===== src/rtl/mmio_arbiter.sv =====
// Two-port arbiter sharing the MMIO register block port between CPU (req0) and debug/loader (req1).
// Define MMIO_ARB_FIXED_PRIO_EN for fixed priority to req0; default is round-robin.
module mmio_arbiter #(
  parameter int unsigned ADDR_W = 14,
  parameter int unsigned DATA_W = 32,
  parameter int unsigned LAT    = 1
) (
  input  logic                  clock,
  input  logic                  reset_n,
  input  logic                  req0_valid,
  output logic                  req0_ready,
  input  logic [ADDR_W-1:0]     req0_address,
  input  logic [DATA_W/8-1:0]   req0_byteena,
  input  logic [DATA_W-1:0]     req0_data,
  input  logic                  req0_wren,
  output logic                  rsp0_valid,
  output logic [DATA_W-1:0]     rsp0_q,
  input  logic                  req1_valid,
  output logic                  req1_ready,
  input  logic [ADDR_W-1:0]     req1_address,
  input  logic [DATA_W/8-1:0]   req1_byteena,
  input  logic [DATA_W-1:0]     req1_data,
  input  logic                  req1_wren,
  output logic                  rsp1_valid,
  output logic [DATA_W-1:0]     rsp1_q,
  output logic [ADDR_W-1:0]     address,
  output logic [DATA_W/8-1:0]   byteena,
  output logic [DATA_W-1:0]     data,
  output logic                  wren,
  output logic                  clken,
  input  logic [DATA_W-1:0]     q
);

  logic                grant0;
  logic                grant1;
  logic                issue;
  logic [ADDR_W-1:0]   address_q;
  logic [DATA_W/8-1:0] byteena_q;
  logic [DATA_W-1:0]   data_q;
  logic [LAT-1:0]      pipe_vld;
  logic [LAT-1:0]      pipe_id;
  logic [LAT-1:0]      pipe_rd;
  logic                out_vld;
  logic                out_id;
  logic                out_rd;

`ifndef MMIO_ARB_FIXED_PRIO_EN
  typedef enum logic {RR_REQ0 = 1'b0, RR_REQ1 = 1'b1} rr_t;
  rr_t rr_ptr;
`endif

  // Grants are masked while reset is asserted so every output reads 0 in reset.
  always_comb begin
    grant0 = 1'b0;
    grant1 = 1'b0;
    if (reset_n) begin
`ifdef MMIO_ARB_FIXED_PRIO_EN
      grant0 = req0_valid;
      grant1 = req1_valid && !req0_valid;
`else
      grant0 = req0_valid && (!req1_valid || rr_ptr == RR_REQ0);
      grant1 = req1_valid && (!req0_valid || rr_ptr == RR_REQ1);
`endif
    end
  end

  assign issue      = grant0 | grant1;
  assign req0_ready = grant0;
  assign req1_ready = grant1;
  assign clken      = issue;

  always_comb begin
    address = address_q;
    byteena = byteena_q;
    data    = data_q;
    wren    = 1'b0;
    if (grant1) begin
      address = req1_address;
      byteena = req1_byteena;
      data    = req1_data;
      wren    = req1_wren;
    end else if (grant0) begin
      address = req0_address;
      byteena = req0_byteena;
      data    = req0_data;
      wren    = req0_wren;
    end
  end

  always_ff @(posedge clock or negedge reset_n) begin
    if (!reset_n) begin
      address_q <= '0;
      byteena_q <= '0;
      data_q    <= '0;
      pipe_vld  <= '0;
      pipe_id   <= '0;
      pipe_rd   <= '0;
`ifndef MMIO_ARB_FIXED_PRIO_EN
      rr_ptr    <= RR_REQ0;
`endif
    end else begin
      if (issue) begin
        address_q <= address;
        byteena_q <= byteena;
        data_q    <= data;
      end
`ifndef MMIO_ARB_FIXED_PRIO_EN
      if (grant0)
        rr_ptr <= RR_REQ1;
      else if (grant1)
        rr_ptr <= RR_REQ0;
`endif
      pipe_vld[0] <= issue;
      pipe_id[0]  <= grant1;
      pipe_rd[0]  <= issue && !wren;
      for (int unsigned i = 1; i < LAT; i++) begin
        pipe_vld[i] <= pipe_vld[i-1];
        pipe_id[i]  <= pipe_id[i-1];
        pipe_rd[i]  <= pipe_rd[i-1];
      end
    end
  end

  assign out_vld = pipe_vld[LAT-1];
  assign out_id  = pipe_id[LAT-1];
  assign out_rd  = pipe_rd[LAT-1];

  assign rsp0_valid = out_vld && !out_id;
  assign rsp1_valid = out_vld && out_id;
  assign rsp0_q     = (rsp0_valid && out_rd) ? q : '0;
  assign rsp1_q     = (rsp1_valid && out_rd) ? q : '0;

endmodule


===== config.mk =====
export PLATFORM = sky130hd
export DESIGN_NAME = mmio_arbiter
export DESIGN_NICKNAME = d
export VERILOG_FILES = /design/src/rtl/mmio_arbiter.sv
export SDC_FILE = /design/constraint.sdc
export NUM_CORES = 1
export LEC_CHECK = 0
export BUFFER_PORTS_ARGS = -buffer_cell sky130_fd_sc_hd__buf_2
export CAP_MARGIN = 20
export CORE_AREA = 2 2 100 102
export CTS_CLUSTER_DIAMETER = 30
export DETAILED_ROUTE_END_ITERATION = 10
export DIE_AREA = 0 0 102 104
export PLACE_DENSITY_LB_ADDON = 0.2
export SLEW_MARGIN = 40
export SYNTH_ARGS = -nofsm -noshare
export SYNTH_HDL_FRONTEND = slang
export SYNTH_SLANG_ARGS = --single-unit

===== constraint.sdc =====
create_clock -name clock -period 1.8 [get_ports clock]
set_clock_uncertainty 0.05 [all_clocks]
set_input_delay 0.27 -clock clock [delete_from_list [all_inputs] [get_ports clock]]
set_output_delay 0.27 -clock clock [all_outputs]
set_load 0.05 [all_outputs]

# After elaboration in Yosys (flattened, before gate mapping)
# Cells that the tools add are included.
totals:
  inputBits: 138
  output_inout_bits: 120
  register_bits: 54
op_classes:
  bitwise_logic: 2
  n_mux: 14
  reduce_logical: 14
ops:
  columns: ["operator", "n"]
  rows:
  - ["$mux 32", 4]
  - ["$mux 14", 2]
  - ["$mux 4", 2]
  - ["$logic_and 1x1->1", 7]
  - ["$mux 1", 6]
  - ["$logic_not 1->1", 4]
  - ["$logic_or 1x1->1", 2]
  - ["$reduce_bool 2->1", 1]
  - ["$not 1->1", 1]
  - ["$or 1x1->1", 1]

# Longest topological paths before layout
logic_depth:
  depth_word: 8
  ltp_mapped: 5

# Worst setup path after synthesis
# No wires, ideal clock.
synth_path:
  path_kind: "register to output"
  startpoint: "register rr_ptr"
  endpoint: "output port byteena[0]"
  slack_ns: 0.050
  arrival_ns: 1.430
  path_stages_with_launch: 4
  t_required_ns: 1.480
  path_cell_list: "dfrtp_1 a21oi_2 buf_2 a221o_1"
synth_between:
  elab_chain_cells: 6
  word_cells_on_any_way: 9
synth_lines:
  columns: ["item", "line", "text"]
  rows:
  - ["start, declared", "49", "rr_t rr_ptr;"]
  - ["start signal, assigned", "99", "rr_ptr <= RR_REQ0;"]
  - ["start signal, assigned", "109", "rr_ptr <= RR_REQ1;"]
  - ["start signal, assigned", "111", "rr_ptr <= RR_REQ0;"]
  - ["$not 1->1", "61", "grant0 = req0_valid && (!req1_valid || rr_ptr == RR_REQ0);"]
  - ["$logic_or 1x1->1", "61", null]
  - ["$logic_and 1x1->1", "61", null]
  - ["$mux 1", "56", "if (reset_n) begin"]
  - ["via req0_ready", "11", "output logic req0_ready,"]
  - ["$mux 4", "82", "end else if (grant0) begin"]
  - ["$mux 4", "77", "if (grant1) begin"]
  - ["end, declared", "27", "output logic [DATA_W/8-1:0] byteena,"]
# The timed path passes the listed nets, and every way through them passes these cells.

# Final worst setup path
layout_path:
  startpoint: "register rr_ptr"
  endpoint: "output port data[28]"
layout_between:
  elab_chain_cells: 6
  word_cells_on_any_way: 9
layout_lines:
  columns: ["item", "line", "text"]
  rows:
  - ["$not 1->1", "61", null]
  - ["$logic_or 1x1->1", "61", null]
  - ["$logic_and 1x1->1", "61", null]
  - ["$mux 1", "56", null]
  - ["$mux 32", "82", null]
  - ["$mux 32 *", "77", null]
  - ["end, declared", "28", "output logic [DATA_W-1:0] data,"]
# Every way passes the cells marked *; elsewhere a longest branch is shown, timed or not.

==> results.yml <==
power_and_ir_drop:
  peakVddDrop_v: 0.0004133
  leakage_nw: 2.817
  power_density_mw_per_mm2: 758.6
floorplanning:
  core_area_sq_mm: 0.009549
  fp.dieH_microns: 104
  die-area_sq_mm: 0.01061
  die_w_microns: 102
  start_util_pct: 34.66
  rows: 36
  ios: 258
timing:
  max_freq_mhz: 516.3
  finalSetupViolCount: 52
  finalCriticalPeriod_ps: 1937
  maxSlewHeadroom_pct: 60.92
  period_share_pct: 107.6
  tightest_slew_ps: 586.2
  rsz0062_at_grt: "true"
  slew_violations: 0
  setup_ws_ps: -136.9
  finalHoldViolations: 0
placement:
  dp_cells: 689
  port_buffers: 257
  place_congestion: 0.7862
  dpl.hpwl_microns: 8159
synth:
  ys_seq_area_share_pct: 40.83
  synth_area_leaders: "dfrtp_1 (41%), a221o_1 (30%), and2_1 (22%), buf_2 (2.9%), clkbuf_1 (1.5%)"
  synth_cells: 316
  synth_top_area_share_pct: 40.83
  yosysWarningCount: 0
  synth_cell_types: 16
  synth-seq-cells: 54
  syn_area_sq_mm: 0.003309
  async_reset_ff_share_pct: 100.0
  synth_area_per_cell_sq_um: 10.47
  synth_most_common_cell: "and2_1"
  synth_nets: 454
  synth_edf_count: 0
  synth_common_cells: "and2_1 (115), a221o_1 (100), dfrtp_1 (54)"
  ys.flop_type: "dfrtp_1"
  yosysTopAreaCell: "dfrtp_1"
worst_setup_path:
  slowest_delay_ps: 430
  worstPathArrival_ps: 1620
  ff2ff_setup_slack_ps: 220
  end_kind: "output port"
  crit_fanout: 21
  required_ps: 1480
  crit_path_top_delay_cell: "dfrtp_1"
  r2r-start: "rr_ptr"
  cp-start-kind: "register"
  path_class: "register to output port"
  timing.rr.end: "data_q[20]"
  crit_chain: "inv_2, a21oi_4, buf_12, a221o_1, buf_6"
  worstRegToRegCells: 5
detailed_routing:
  wirelength_microns: 11470
  wire_per_inst_microns: 16.24
  vias: 3711
  drt_iter0_drc: 169
  drc: 0
  drt-pass1-iter-count: 4
  detail-route-antenna-nets: 0
  vias_per_cell: 5.256
final_layout:
  instances_no_fill: 706
  final_nets: 711
  num_antenna_cells: 0
  area_growth_pct: 68.70
  drive_above_1_share_pct: 51.13
  fin_util_pct: 58.46
global_route:
  grt_use_met2_pct: 37.22
  grt_usage_pct: 20.18
  grt_util_met3_pct: 2.554
  grt-busiest-layer: "met2"
  antenna_found_initial: 0
  grt_pass1_wl_microns: 17360
  grt_remaining_overflow: 0
  grt_pass1_vias: 3577
  use_met1_pct: 24.34
  grt_max_degree: 49
clocking:
  worstSkewPairLatency_ps: 290
  cts-root-buf: "clkbuf_8"
  clk_path_buf_depth: 2
  clk_pin_slew_ps: 90
  cts_sinks: 54
  cts_tree: "done"
  numCtsBuffers: 5
  htreeDepth: 2
hold_path:
  hold_class: "primary input to async pin"
outcome:
  status: "finished with violations"
  failed_checks: "negative setup slack"
run:
  maxCapViolCount: 0
## metrics by stage
stage / setup slack [ps] / TNS, ps / cell area, sq um / hold slack (ps) / power [mW]
finish: -136.9 / -5657 / 5583 / 116.9 / 4.235
global placement: 52.48 / 0 / 4861 / 211.0 / 3.292
CTS: -166.9 / -6545 / 5480 / 126.0 / 4.258
floorplan: 50.31 / 0 / 3309 / -75.59 / 2.765
detailed placement: 31.77 / 0 / 4861 / 226.6 / 3.299
global route: -241.4 / -10710 / 5583 / 139.7 / 4.459
## layout make-up
class	count	area (sq um)
well taps	133	166.4
repair buffers	283	2153
clock inverters	1	7.507
clock buffers	6	72.57
fillers	852	3966
flip-flops and latches	54	1351
inverters	2	7.507
multi-input cells	227	1824
## per-layer routing
metal  vias to the layer above  part of all wire [%]  routed length, microns
met4                         0                   2.3                     262
met5                         -                     0                       0
met2                       195                    52                    6001
met3                        22                   6.6                     756
li1                       1749                     -                       -
met1                      1745                    39                    4446
## cell usage in the layout (no fill, tap or decap)
cell type      count
a21oi_4            2
buf_2            141
bufbuf_16          2
a21o_1             1
clkinvlp_4         1
nor2b_1            1
inv_1              1
clkbuf_4           9
and3_1             1
clkbuf_8           5
buf_8              2
a221o_1          100
and2_1           115
buf_12             8
nand2_1            3
a22o_1             1
clkbuf_1           1
nor2_2             1
buf_6             57
dfrtp_1           54
inv_2              1
a221oi_1           1
dlygate4sd3_1      1
o21ai_4            1
buf_4             63
## logic make-up after synthesis
| logic type | synth area share (%) |
|---|---|
| simple gates | 22.57 |
| compound gates | 31.80 |
| flops | 40.83 |
| buf+inv | 4.802 |
## sequential cells by signal, summed over array words and instances (netlist names)
signal and count:
address_q 14, byteena_q 4, data_q 32, out_id 1, out_rd 1, out_vld 1, rr_ptr 1
## report_power, final
part	internal [mW]	switching [mW]	total, mW
clock network	0.268	0.361	0.628
registers	1.38	0.0396	1.42
logic	0.897	1.29	2.18
## worst max-delay path by stage
stage | cells after the start | slack (ps) | startpoint | to
4_1_cts | 5 | -170 | rr_ptr | data[28]
3_5_place_dp | 6 | 30 | req0_valid | address[8]
3_3_place_gp | 6 | 50 | req1_valid | byteena[1]
6_report | 5 | -140 | rr_ptr | data[28]
5_1_grt | 5 | -240 | rr_ptr | data[28]
2_1_floorplan | 3 | 50 | rr_ptr | byteena[0]
## critical path, delay by kind of cell (launching register included)
| kind | cells | cell delay, ps |
|---|---|---|
| AO/OA/AOI/OAI | 2 | 470 |
| flip-flops | 1 | 430 |
| buffers and inverters | 3 | 430 |
## what timing repair did
item	4_1_cts	5_1_grt
gates cloned	2	0
pin swaps	4	1
endpoints found under the hold margin	6	0
resized for setup	142	50
setup endpoints to repair	90	116
hold buffers	1	0
setup buffers	6	1
Note: power is estimated with default switching activity, not from simulation.
